==> src/rtl/pci_rr_arbiter.sv <==
// pci_rr_arbiter: round-robin PCI bus arbiter. Grants move only between transactions and idle grants time out.
// Optional ARB_PARK_EN parks the bus on PARK_ID while nobody requests.
module pci_rr_arbiter #(
  parameter int N_MASTERS = 3,
  parameter int TIMEOUT = 16,
  parameter int PARK_ID = 0
) (
  input  logic                         clk,
  input  logic                         rst,
  input  logic [N_MASTERS-1:0]         req_n,
  input  logic                         frame_n,
  input  logic                         irdy_n,
  output logic [N_MASTERS-1:0]         gnt_n,
  output logic [$clog2(N_MASTERS)-1:0] owner,
  output logic                         owner_vld
);
  localparam int IW = $clog2(N_MASTERS);
  localparam int TW = $clog2(TIMEOUT + 1);
  typedef enum logic [1:0] {IDLE, GRANT, BUSY, GAP} state_t;
  state_t state, stateNxt, idleSt;
  logic [IW-1:0] gId, gIdNxt, rrPtr, rrNxt, ownerNxt, winner, gntIdx;
  logic [TW-1:0] tmoCnt, tmoNxt;
  logic [N_MASTERS-1:0] reqs, gMask;
  logic busIdle, prevIdle, anyReq, ownReq, otherReq, vldNxt, gntOn;
  assign busIdle = frame_n & irdy_n;
  assign reqs = ~req_n;
  assign gMask = {{(N_MASTERS-1){1'b0}}, 1'b1} << gId;
  assign anyReq = |reqs;
  assign ownReq = |(reqs & gMask);
  assign otherReq = |(reqs & ~gMask);
`ifdef ARB_PARK_EN
  // leaving a non-park master must still pass through a gap before parking
  assign idleSt = (gId == IW'(PARK_ID)) ? IDLE : GAP;
`else
  assign idleSt = IDLE;
`endif
  always_comb begin
    winner = rrPtr;
    for (int i = N_MASTERS; i >= 1; i--)
      if (reqs[IW'((int'(rrPtr) + i) % N_MASTERS)]) winner = IW'((int'(rrPtr) + i) % N_MASTERS);
  end
  always_comb begin
    stateNxt = state;
    gIdNxt = gId;
    rrNxt = rrPtr;
    ownerNxt = owner;
    vldNxt = owner_vld;
    tmoNxt = tmoCnt;
    case (state)
      IDLE: begin
`ifdef ARB_PARK_EN
        if (!frame_n && prevIdle) begin
          stateNxt = BUSY;
          gIdNxt = IW'(PARK_ID);
          ownerNxt = IW'(PARK_ID);
          rrNxt = IW'(PARK_ID);
          vldNxt = 1'b1;
          tmoNxt = '0;
        end else if (anyReq) begin
          stateNxt = (winner == IW'(PARK_ID)) ? GRANT : GAP;
          gIdNxt = winner;
          tmoNxt = '0;
        end
`else
        if (anyReq) begin
          stateNxt = GRANT;
          gIdNxt = winner;
          tmoNxt = '0;
        end
`endif
      end
      GRANT: begin
        if (!frame_n && prevIdle) begin
          stateNxt = BUSY;
          ownerNxt = gId;
          rrNxt = gId;
          vldNxt = 1'b1;
          tmoNxt = '0;
        end else if (!ownReq && frame_n) begin
          stateNxt = otherReq ? GAP : idleSt;
        end else if (tmoCnt == TW'(TIMEOUT - 1)) begin
          stateNxt = GAP;
          rrNxt = gId;
        end else if (busIdle) begin
          tmoNxt = tmoCnt + TW'(1);
        end
      end
      BUSY: begin
        if (busIdle) begin
          vldNxt = 1'b0;
          tmoNxt = '0;
          stateNxt = !anyReq ? idleSt : (winner == gId) ? GRANT : GAP;
        end
      end
      default: begin
        stateNxt = anyReq ? GRANT : IDLE;
        gIdNxt = winner;
        tmoNxt = '0;
      end
    endcase
  end
  always_comb begin
    gntOn = (stateNxt == GRANT) || (stateNxt == BUSY);
    gntIdx = gIdNxt;
`ifdef ARB_PARK_EN
    if (stateNxt == IDLE) begin
      gntOn = 1'b1;
      gntIdx = IW'(PARK_ID);
    end
`endif
  end
  always_ff @(posedge clk or posedge rst)
    if (rst) begin
      state <= IDLE;
      gId <= '0;
      rrPtr <= IW'(N_MASTERS - 1);
      tmoCnt <= '0;
      prevIdle <= 1'b1;
      gnt_n <= '1;
      owner <= '0;
      owner_vld <= 1'b0;
    end else begin
      state <= stateNxt;
      gId <= gIdNxt;
      rrPtr <= rrNxt;
      tmoCnt <= tmoNxt;
      prevIdle <= busIdle;
      gnt_n <= gntOn ? ~({{(N_MASTERS-1){1'b0}}, 1'b1} << gntIdx) : '1;
      owner <= ownerNxt;
      owner_vld <= vldNxt;
    end
endmodule

==> config.mk <==
export PLATFORM = sky130hd
export DESIGN_NAME = pci_rr_arbiter
export DESIGN_NICKNAME = d
export VERILOG_FILES = /design/src/rtl/pci_rr_arbiter.sv
export SDC_FILE = /design/constraint.sdc
export NUM_CORES = 1
export LEC_CHECK = 0
export ABC_CLOCK_PERIOD_IN_PS = 2400
export CAP_MARGIN = 20
export CELL_PAD_IN_SITES_DETAIL_PLACEMENT = 0
export CELL_PAD_IN_SITES_GLOBAL_PLACEMENT = 2
export CORE_ASPECT_RATIO = 1.2
export CORE_UTILIZATION = 35
export CTS_BUF_LIST = sky130_fd_sc_hd__clkbuf_2
export CTS_CLUSTER_DIAMETER = 200
export DETAILED_ROUTE_END_ITERATION = 12
export HOLD_SLACK_MARGIN = 0.08
export MAX_ROUTING_LAYER = met4
export PLACE_DENSITY_LB_ADDON = 0.1
export SLEW_MARGIN = 20
export SYNTH_ARGS = -nofsm -noshare
export SYNTH_HDL_FRONTEND = slang
export SYNTH_SLANG_ARGS = --single-unit
export TNS_END_PERCENT = 100
==> constraint.sdc <==
create_clock -name clk -period 2.4 [get_ports clk]
set_input_delay 0.6 -clock clk [delete_from_list [all_inputs] [get_ports clk]]
set_output_delay 0.6 -clock clk [all_outputs]
set_load 0.02 [all_outputs]
Yosys cells after proc, flatten, opt, wreduce, memory -nomap -nowiden:

Cells that the tools add are included.

* register bits after elaboration: 18
* output and inout port bits: 6
* word-level logic and storage cells: 93

* $add $sub $neg: 4
* div/mod/pow operators: 3
* magnitude comparators: 3
* equality and inequality tests: 13
* shift operators: 2
* muxes and demuxes: 38
* bitwise gates (word level): 6
* reductions and logical operators: 16

Operators by type and width (count)
* modulo 32 x 3 -> 32 bit (second input constant): 3
* two-way mux 2 bit: 15
* two-way mux 5 bit: 6
* case mux 5 bit (3 select lines): 1
* less-than comparator 2 x 4 -> 1 bit (second input constant): 3
* two-way mux 1 bit: 9
* inequality test 3 bit (second input constant): 3
* NOT 3 bit: 3
* OR reduction 3 bit: 3
* inequality test 2 bit (second input constant): 4
* adder 2 x 2 -> 3 bit (second input constant): 2
* bitwise AND 3 bit: 2
* binary-select mux 1 bit (select 2 bit): 3
* case mux 2 bit (3 select lines): 1
* AND reduction 3 bit: 2
* left shift 1 x 2 -> 3 bit (first input constant): 2
* adder 5 x 1 -> 5 bit (second input constant): 1
* == test 5 x 4 -> 1 bit (second input constant): 1
* AND reduction 5 bit: 1
* == test 2 x 1 -> 1 bit (second input constant): 2
* == test 2 bit (second input constant): 2
* case mux 2 bit (2 select lines): 1
* nonzero test 2 bit: 2
* adder 2 x 1 -> 3 bit (second input constant): 1
* other kinds (10): 12

Longest topological paths before layout:

Gate-level depths: netlist of the first run.

* depth in word-level cells: 16
* gate-level depth with buffers: 10
* gate-level depth less buffers: 10

Worst setup path before layout of the first run:

Ideal clock, no wire load.

* path kind: reg2reg
* start point: register rrPtr[0]
* end point: register gnt_n[2]
* data arrival time: 2.036 ns
* data required time: 2.333 ns
* slack: 0.297 ns
* stages on the path, launching flop included: 11
* buffers on the path: 1
* clock period less this slack: 2.103 ns
* cells stage by stage: dfrtp_1 > inv_1 > ha_1 > buf_4 > a21oi_1 > or3_2 > o311ai_4 > xnor2_1 > o211ai_2 > a31o_2 > nand4b_1

* cells in the longest elaborated chain, start to end: 16

RTL lines
* start: declaration: RTL line 21 `logic [IW-1:0] gId, gIdNxt, rrPtr, rrNxt, ownerNxt, winner, gntIdx;`
* start signal: assignment: RTL line 116 `rrPtr <= IW'(N_MASTERS - 1);`
* start signal: assignment: RTL line 125 `rrPtr <= rrNxt;`
* adder 2 x 2 -> 3 bit: RTL line 40 `if (reqs[IW'((int'(rrPtr) + i) % N_MASTERS)]) winner = IW'((int'(rrPtr) + i) % N_MASTERS);`
* modulo 32 x 3 -> 32 bit: RTL line 40
* binary-select mux 1 bit (select 2 bit): RTL line 40
* two-way mux 1 bit (not written as such) (2 in series): RTL line 40
* two-way mux 2 bit (2 in series): RTL line 40
* two-way mux 2 bit *: RTL line 40
* == test 2 bit: RTL line 92 `stateNxt = !anyReq ? idleSt : (winner == gId) ? GRANT : GAP;`
* two-way mux 2 bit (2 in series): RTL line 92
* two-way mux 2 bit: RTL line 89 `if (busIdle) begin`
* case mux 2 bit (3 select lines): RTL line 49 `case (state)`
* == test 2 x 1 -> 1 bit or == test 2 bit (tied branches): RTL line 103 `gntOn = (stateNxt == GRANT) || (stateNxt == BUSY);`
* logical OR 1 bit: RTL line 103
* two-way mux 3 bit *: RTL line 128 `gnt_n <= gntOn ? ~({{(N_MASTERS-1){1'b0}}, 1'b1} << gntIdx) : '1;`
* end signal: assignment: RTL line 128
* end: declaration: RTL line 13 `output logic [N_MASTERS-1:0] gnt_n,`

Every way passes the cells marked *; elsewhere a longest branch is shown, timed or not. The select of a mux whose other input is x is not followed.
A chain may end at the register's enable or synchronous reset.

Worst setup path after layout of the first run:

* start point: input req_n[1]
* end point: register gnt_n[2]

* cells in the longest elaborated chain, start to end: 15

RTL lines
* start: declaration: RTL line 10 `input logic [N_MASTERS-1:0] req_n,`
* NOT 3 bit *: RTL line 26 `assign reqs = ~req_n;`
* binary-select mux 1 bit (select 2 bit): RTL line 40
* two-way mux 1 bit (not written as such) (2 in series): RTL line 40
* two-way mux 2 bit (3 in series): RTL line 40
* == test 2 bit: RTL line 92
* two-way mux 2 bit (2 in series): RTL line 92
* two-way mux 2 bit: RTL line 89
* case mux 2 bit (3 select lines): RTL line 49
* == test 2 x 1 -> 1 bit or == test 2 bit (tied branches): RTL line 103
* logical OR 1 bit: RTL line 103
* two-way mux 3 bit *: RTL line 128

Marked as above.

==> results.sh, run 1 <==
export IMPL_finClkSkew_ns=0.0132
export IMPL_yosys_area_top_type="dfrtp_1"
export IMPL_drive_above_1_share=0.250
export IMPL_synth_top_cell_area_share=0.252
export IMPL_die_h_um=68.6
export IMPL_clock_path_buffers=2
export IMPL_finalNonFillerCells=201
export IMPL_dp_cells=196
export IMPL_min_period_ns=2.27
export IMPL_antenna_cells=0
export IMPL_setup_viol=0
export IMPL_gp_congestion=0.776
export IMPL_synth_cell_types=44
export IMPL_rsz0062_at_grt="no"
export IMPL_cts_htree_levels=1
export IMPL_synthCells=138
export IMPL_antenna_found_initial=0
export IMPL_syn_area_per_cell_sq_um=9.37
export IMPL_synth_top_flop_cell="dfrtp_1"
export IMPL_cts_buffers=3
export IMPL_power_leakage_nw=0.689
export IMPL_worst_slew_pin_slew_ns=0.705
export IMPL_power_density_nw_per_um2=1180
export IMPL_placed_area_sq_um=1530
export IMPL_post_drt_via_cell_ratio=5.39
export IMPL_synth_most_common_cell="nand2_1"
export IMPL_clk_latency_ns=0.30
export IMPL_max_freq_mhz=440
export IMPL_drv_cap=0
export IMPL_hpwl_mm=2.21
export IMPL_cp_required_ns=2.64
export IMPL_sw_frac_of_total=0.422
export IMPL_rr_startpoint="rrPtr[0]"
export IMPL_vias=1083
export IMPL_cts_tree="done"
export IMPL_ios=13
export IMPL_stdcell_area_sq_um=1580
export IMPL_coreArea_sq_um=3420
export IMPL_internal_power_mw=1.08
export IMPL_grt_pass1_wl_mm=5.09
export IMPL_syn_to_final_growth_pct=21.9
export IMPL_post_route_period_util=0.946
export IMPL_row_count=23
export IMPL_grt_overflow=0
export IMPL_comb_power_share=0.664
export IMPL_yosys_warnings=0
export IMPL_grt_pass1_vias=1118
export IMPL_critPathCapture="gnt_n[2]"
export IMPL_async_reset_ff_frac=1.00
export IMPL_port_buffers=12
export IMPL_seqPwrFrac=0.262
export IMPL_arrival_ns=2.51
export IMPL_ys_seq_area_frac=0.353
export IMPL_worstSetupStartpointType="input port"
export IMPL_clkTransAtPathRegs_ns=0.18
export IMPL_synth_edf_count=0
export IMPL_r2r_end="gnt_n[2]"
export IMPL_drc=0
export IMPL_min_path_type="register to register"
export IMPL_wl_per_cell_um=13.9
export IMPL_syn_nets=155
export IMPL_ctsHoldBuffers=0
export IMPL_hold_worst_slack_ns=0.519
export IMPL_hold_violations=0
export IMPL_layout_nets=182
export IMPL_syn_area_sq_um=1290
export IMPL_clock_power_share=0.074
export IMPL_path_max_fanout=8
export IMPL_synth_area_top_cells="dfrtp_1 25%, dfstp_2 10%, ha_1 9.7%"
export IMPL_cp_end_kind="register"
export IMPL_outcome="complete, no violations"
export IMPL_critical_path_class="input port to register"
export IMPL_yosys_register_bits=18
export IMPL_start_util=0.377
export IMPL_startpoint="req_n[1]"
export IMPL_die_area_sq_um=3940
export IMPL_final_util=0.460
export IMPL_dr_pass1_iters=4
export IMPL_r2r_setup_slack_ns=0.14
export IMPL_drt_antenna_violating_nets=0
export IMPL_ir_drop_uv=639
export IMPL_cts_num_sinks=18
export IMPL_cts_root_buf="clkbuf_2"
export IMPL_die_x_um=57.5
export IMPL_slew_headroom=0.529
export IMPL_synth_common_cells="16 x nand2_1, 13 x dfrtp_1, 11 x nor2_1"
export IMPL_grt_use_total=0.175
export IMPL_p_switching_mw=0.786
export IMPL_r2r_cells=10
export IMPL_grt_max_degree=19
export IMPL_drt_total_wl_mm=2.79
export IMPL_initialDrtViolationCount=37
export IMPL_finalMaxSlewViolations=0
## logic make-up (layout without fill, tap and decap cells)
logic type,count (synthesis),count (layout),share of synthesized area
buffers and inverters,15,41,0.0552
DFF,18,18,0.353
xor gates and xnor gates,4,4,0.0271
and+or+nand+nor,45,45,0.169
muxes,6,6,0.0629
AOI/OAI and AO/OA,40,40,0.235
adders and majority gates,10,10,0.0968
## stage by stage
stage | TNS, ns | setup slack (ns) | total power [mW]
floorplan | 0 | 0.297 | 1.36
global placement | -0.539 | -0.157 | 1.67
detailed placement | -0.828 | -0.211 | 1.68
CTS | 0 | 0.0604 | 1.83
global route | 0 | 0.00171 | 2.04
finish | 0 | 0.130 | 1.86
## state kept, by name, indices dropped and copies added, names as in the netlist
signal and flops:
state 2, gId 2, rrPtr 2, tmoCnt 5, gnt_n 3, prevIdle 1
owner 2, owner_vld 1
## power groups by stage
stage	registers (mW)	logic, mW	clock network, mW
floorplan	0.497	0.861	0
global placement	0.491	1.18	0
detailed placement	0.495	1.19	0
CTS	0.489	1.19	0.149
global route	0.505	1.38	0.164
finish	0.487	1.24	0.137
## worst max-delay path, cell delays in order
cell and delay, ns:
clkdlybuf4s50_1 0.60, a21oi_1 0.11, or3_2 0.45, o311ai_4 0.11, xnor2_1 0.18, o211ai_2 0.10, a31o_2 0.26, nand4b_1 0.10
## layer usage
layer / global-route usage / share of wire
met3: 0.0299 / 0.032
met5: - / 0
met1: 0.191 / 0.43
met4: 0.0854 / 0.019
met2: 0.310 / 0.52
## timing repair
| item | in CTS | in global routing |
|---|---|---|
| resized for setup | 0 | 4 |
| setup endpoints to repair | 0 | 3 |
| buffers inserted | 0 | 1 |
## final cells by class
type                       count  area [sq um]
clock buffer                   4          20.0
multi-input combinational    105           782
sequential                    18           457
fill                         332          1850
timing repair buffer          27           233
inverter                      10          37.5
tap                           37          46.3
## placed cells by master (no fill, tap or decap), types with 2 or more instances in the layout
cell type        count
nor2b_1              2
o21ai_0             10
a21oi_1             10
clkbuf_2             4
nand4b_1             2
ha_2                 2
nor2_1              11
ha_1                 7
o21bai_1             3
xor2_1               3
inv_1               10
buf_4               15
clkdlybuf4s50_1     12
o21a_1               2
a22o_1               2
and3_1               2
nand2_1             16
nand3_1              4
dfstp_2              5
dfrtp_1             13
mux2_2               3
## worst min path at each step
stage / to / startpoint / slack (ns) / cells after the start
2_1_floorplan: tmoCnt[4] / tmoCnt[4] / 0.45 / 2
3_3_place_gp: tmoCnt[4] / tmoCnt[4] / 0.47 / 2
3_5_place_dp: tmoCnt[4] / tmoCnt[4] / 0.49 / 2
4_1_cts: tmoCnt[4] / tmoCnt[4] / 0.53 / 2
5_1_grt: owner[0] / owner[0] / 0.57 / 1
6_report: tmoCnt[4] / tmoCnt[4] / 0.52 / 2
(Power assumes the default switching activity.)
==> run 2, diff against run 1 <==
--- a/config.mk
+++ b/config.mk
@@ -5,8 +5,7 @@
 export SDC_FILE = /design/constraint.sdc
 export NUM_CORES = 1
 export LEC_CHECK = 0
-export ABC_CLOCK_PERIOD_IN_PS = 2400
-export CAP_MARGIN = 20
+export CAP_MARGIN = 0
 export CELL_PAD_IN_SITES_DETAIL_PLACEMENT = 0
 export CELL_PAD_IN_SITES_GLOBAL_PLACEMENT = 2
 export CORE_ASPECT_RATIO = 1.2
@@ -17,6 +16,7 @@
 export HOLD_SLACK_MARGIN = 0.08
 export MAX_ROUTING_LAYER = met4
 export PLACE_DENSITY_LB_ADDON = 0.1
+export SETUP_SLACK_MARGIN = 0.5
 export SLEW_MARGIN = 20
 export SYNTH_ARGS = -nofsm -noshare
 export SYNTH_HDL_FRONTEND = slang
==> results.sh, run 2 (synthesis results as in run 1) <==
export IMPL_final_util=0.502
export IMPL_top_register="tmoCnt"
export IMPL_grt_use_total=0.175
export IMPL_coreArea_sq_um=3420
export IMPL_dr_pass1_iters=8
export IMPL_crit_family="compound AO/OA/AOI/OAI gates"
export IMPL_die_h_um=68.6
export IMPL_grt_max_degree=19
export IMPL_min_period_ns=2.21
export IMPL_setup_ws_ns=0.186
export IMPL_power_leakage_nw=0.750
export IMPL_path_max_fanout=6
export IMPL_final_cell_mix="23 x buf_4, 15 x nand2_1, 13 x dfrtp_1"
export IMPL_layout_commonest_cell="buf_4"
export IMPL_drt_total_wl_mm=2.93
export IMPL_dp_cells=197
export IMPL_hold_worst_slack_ns=0.509
export IMPL_setup_viol=0
export IMPL_crit_cells=8
export IMPL_placed_area_sq_um=1560
export IMPL_cts_num_sinks=18
export IMPL_stdcell_area_sq_um=1720
export IMPL_clock_path_buffers=2
export IMPL_fillers=346
export IMPL_finClkSkew_ns=0.00457
export IMPL_grt_pass1_wl_mm=5.04
export IMPL_seqCellArea_sq_um=457
export IMPL_crit_slowest_cell="dfstp_2"
export IMPL_outcome="finished with violations"
export IMPL_power_density_nw_per_um2=1210
export IMPL_antenna_found_initial=0
export IMPL_slew_headroom=0.537
export IMPL_post_drt_via_cell_ratio=5.30
export IMPL_cts_buffers=3
export IMPL_ios=13
export IMPL_multi_input_area_sq_um=863
export IMPL_layout_nets=191
export IMPL_ctsHoldBuffers=0
export IMPL_cts_tree="done"
export IMPL_cp_required_ns=2.67
export IMPL_row_count=23
export IMPL_holdPathStages=2
export IMPL_vias=1112
export IMPL_crit_chain="ha_4 > buf_4 > mux2i_4 > o311ai_4 > xnor2_1 > o211ai_2 > a31o_2 > nand4b_1"
export IMPL_drc=1
export IMPL_r2r_cells=8
export IMPL_p_total_mw=2.07
export IMPL_port_buffers=12
export IMPL_wl_per_cell_um=14.0
export IMPL_worst_path_buf_inv=1
export IMPL_grt_overflow=0
export IMPL_antenna_cells=0
export IMPL_violations="design-rule violations"
export IMPL_cts_root_buf="clkbuf_2"
export IMPL_largest_registers="tmoCnt (5), gnt_n (3)"
export IMPL_finalMaxSlewViolations=0
export IMPL_largest_reg_flops=5
export IMPL_tns_ns=0
export IMPL_worst_slew_pin_slew_ns=0.694
export IMPL_hpwl_mm=2.19
export IMPL_clkTransAtPathRegs_ns=0.19
export IMPL_drt_antenna_violating_nets=0
export IMPL_r2r_setup_slack_ns=0.19
export IMPL_initialDrtViolationCount=24
export IMPL_clk_latency_ns=0.31
export IMPL_drv_cap=0
export IMPL_min_path_type="register to register"
export IMPL_cpPeakStageDelay_ns=0.67
export IMPL_worstSetupStartpointType="register"
export IMPL_gp_congestion=0.786
export IMPL_arrival_ns=2.48
export IMPL_cp_end_kind="register"
export IMPL_rsz0062_at_grt="yes"
export IMPL_critical_path_class="register to register"
export IMPL_ir_drop_uv=590
export IMPL_pre_cts_ws_ns=-0.206
export IMPL_max_freq_mhz=452
export IMPL_die_area_sq_um=3940
export IMPL_die_x_um=57.5
export IMPL_start_util=0.377
export IMPL_hold_violations=0
export IMPL_finalNonFillerCells=210
export IMPL_syn_to_final_growth_pct=33.0
export IMPL_drive_above_1_share=0.382
export IMPL_post_route_period_util=0.922
export IMPL_cts_htree_levels=1
export IMPL_grt_pass1_vias=1156
==> run 2: cell types whose count changed in the layout (fill, tap and decap cells not counted), moves of 2 or more <==
cell             previous run  this run
nor2_2                      0         2
a21oi_1                    10         8
ha_1                        7         4
inv_1                      10         7
buf_4                      15        23
ha_4                        1         4
nor2_1                     11         9
dlygate4sd2_1               0         9
inv_2                       0         2
a21oi_2                     0         2
clkdlybuf4s50_1            12         3
==> run 2: power by group <==
| group | switching [mW] | leakage (nW) | internal [mW] | total, mW |
|---|---|---|---|---|
| logic | 0.678 | 0.514 | 0.750 | 1.43 |
| clock network | 0.101 | 0.0166 | 0.0441 | 0.145 |
| registers | 0.0903 | 0.219 | 0.407 | 0.498 |
==> run 2: layer usage <==
metal,vias to the layer above,wire [um],global-route usage
met5,-,0,-
met3,2,75,0.0299
li1,561,-,-
met4,0,21,0.0732
met1,536,1220,0.186
met2,13,1620,0.324
==> run 2: final cells by class <==
class	count	share of cell area
Clock buffer	4	0.0116
Timing Repair Buffer	36	0.170
Tap cell	37	0.0269
Sequential cell	18	0.266
Inverter	10	0.0233
Multi-Input combinational cell	105	0.502
==> run 2: path summary, 6_finish.rpt <==
check,start,end
worst max register to register,rrPtr[1],gnt_n[2]
min in group asynchronous,rst,owner_vld
max in group asynchronous,rst,rrPtr[0]
worst min register to register,tmoCnt[4],tmoCnt[4]
worst max-delay path,rrPtr[1],gnt_n[2]
worst min-delay path,tmoCnt[4],tmoCnt[4]
==> run 2: timing repair <==
| item | 4_1_cts | 5_1_grt |
|---|---|---|
| hold endpoints to repair | 0 | 0 |
| endpoints found under the setup margin | 19 | 11 |
| cloned | 0 | 0 |
| resized for setup | 23 | 7 |
| pin swaps | 9 | 4 |
| setup buffers | 8 | 1 |
==> run 2: worst min-delay path: stages (launching register included) <==
cell     delay (ns)
dfrtp_1        0.38
nand2_1        0.04
o21ai_0        0.06
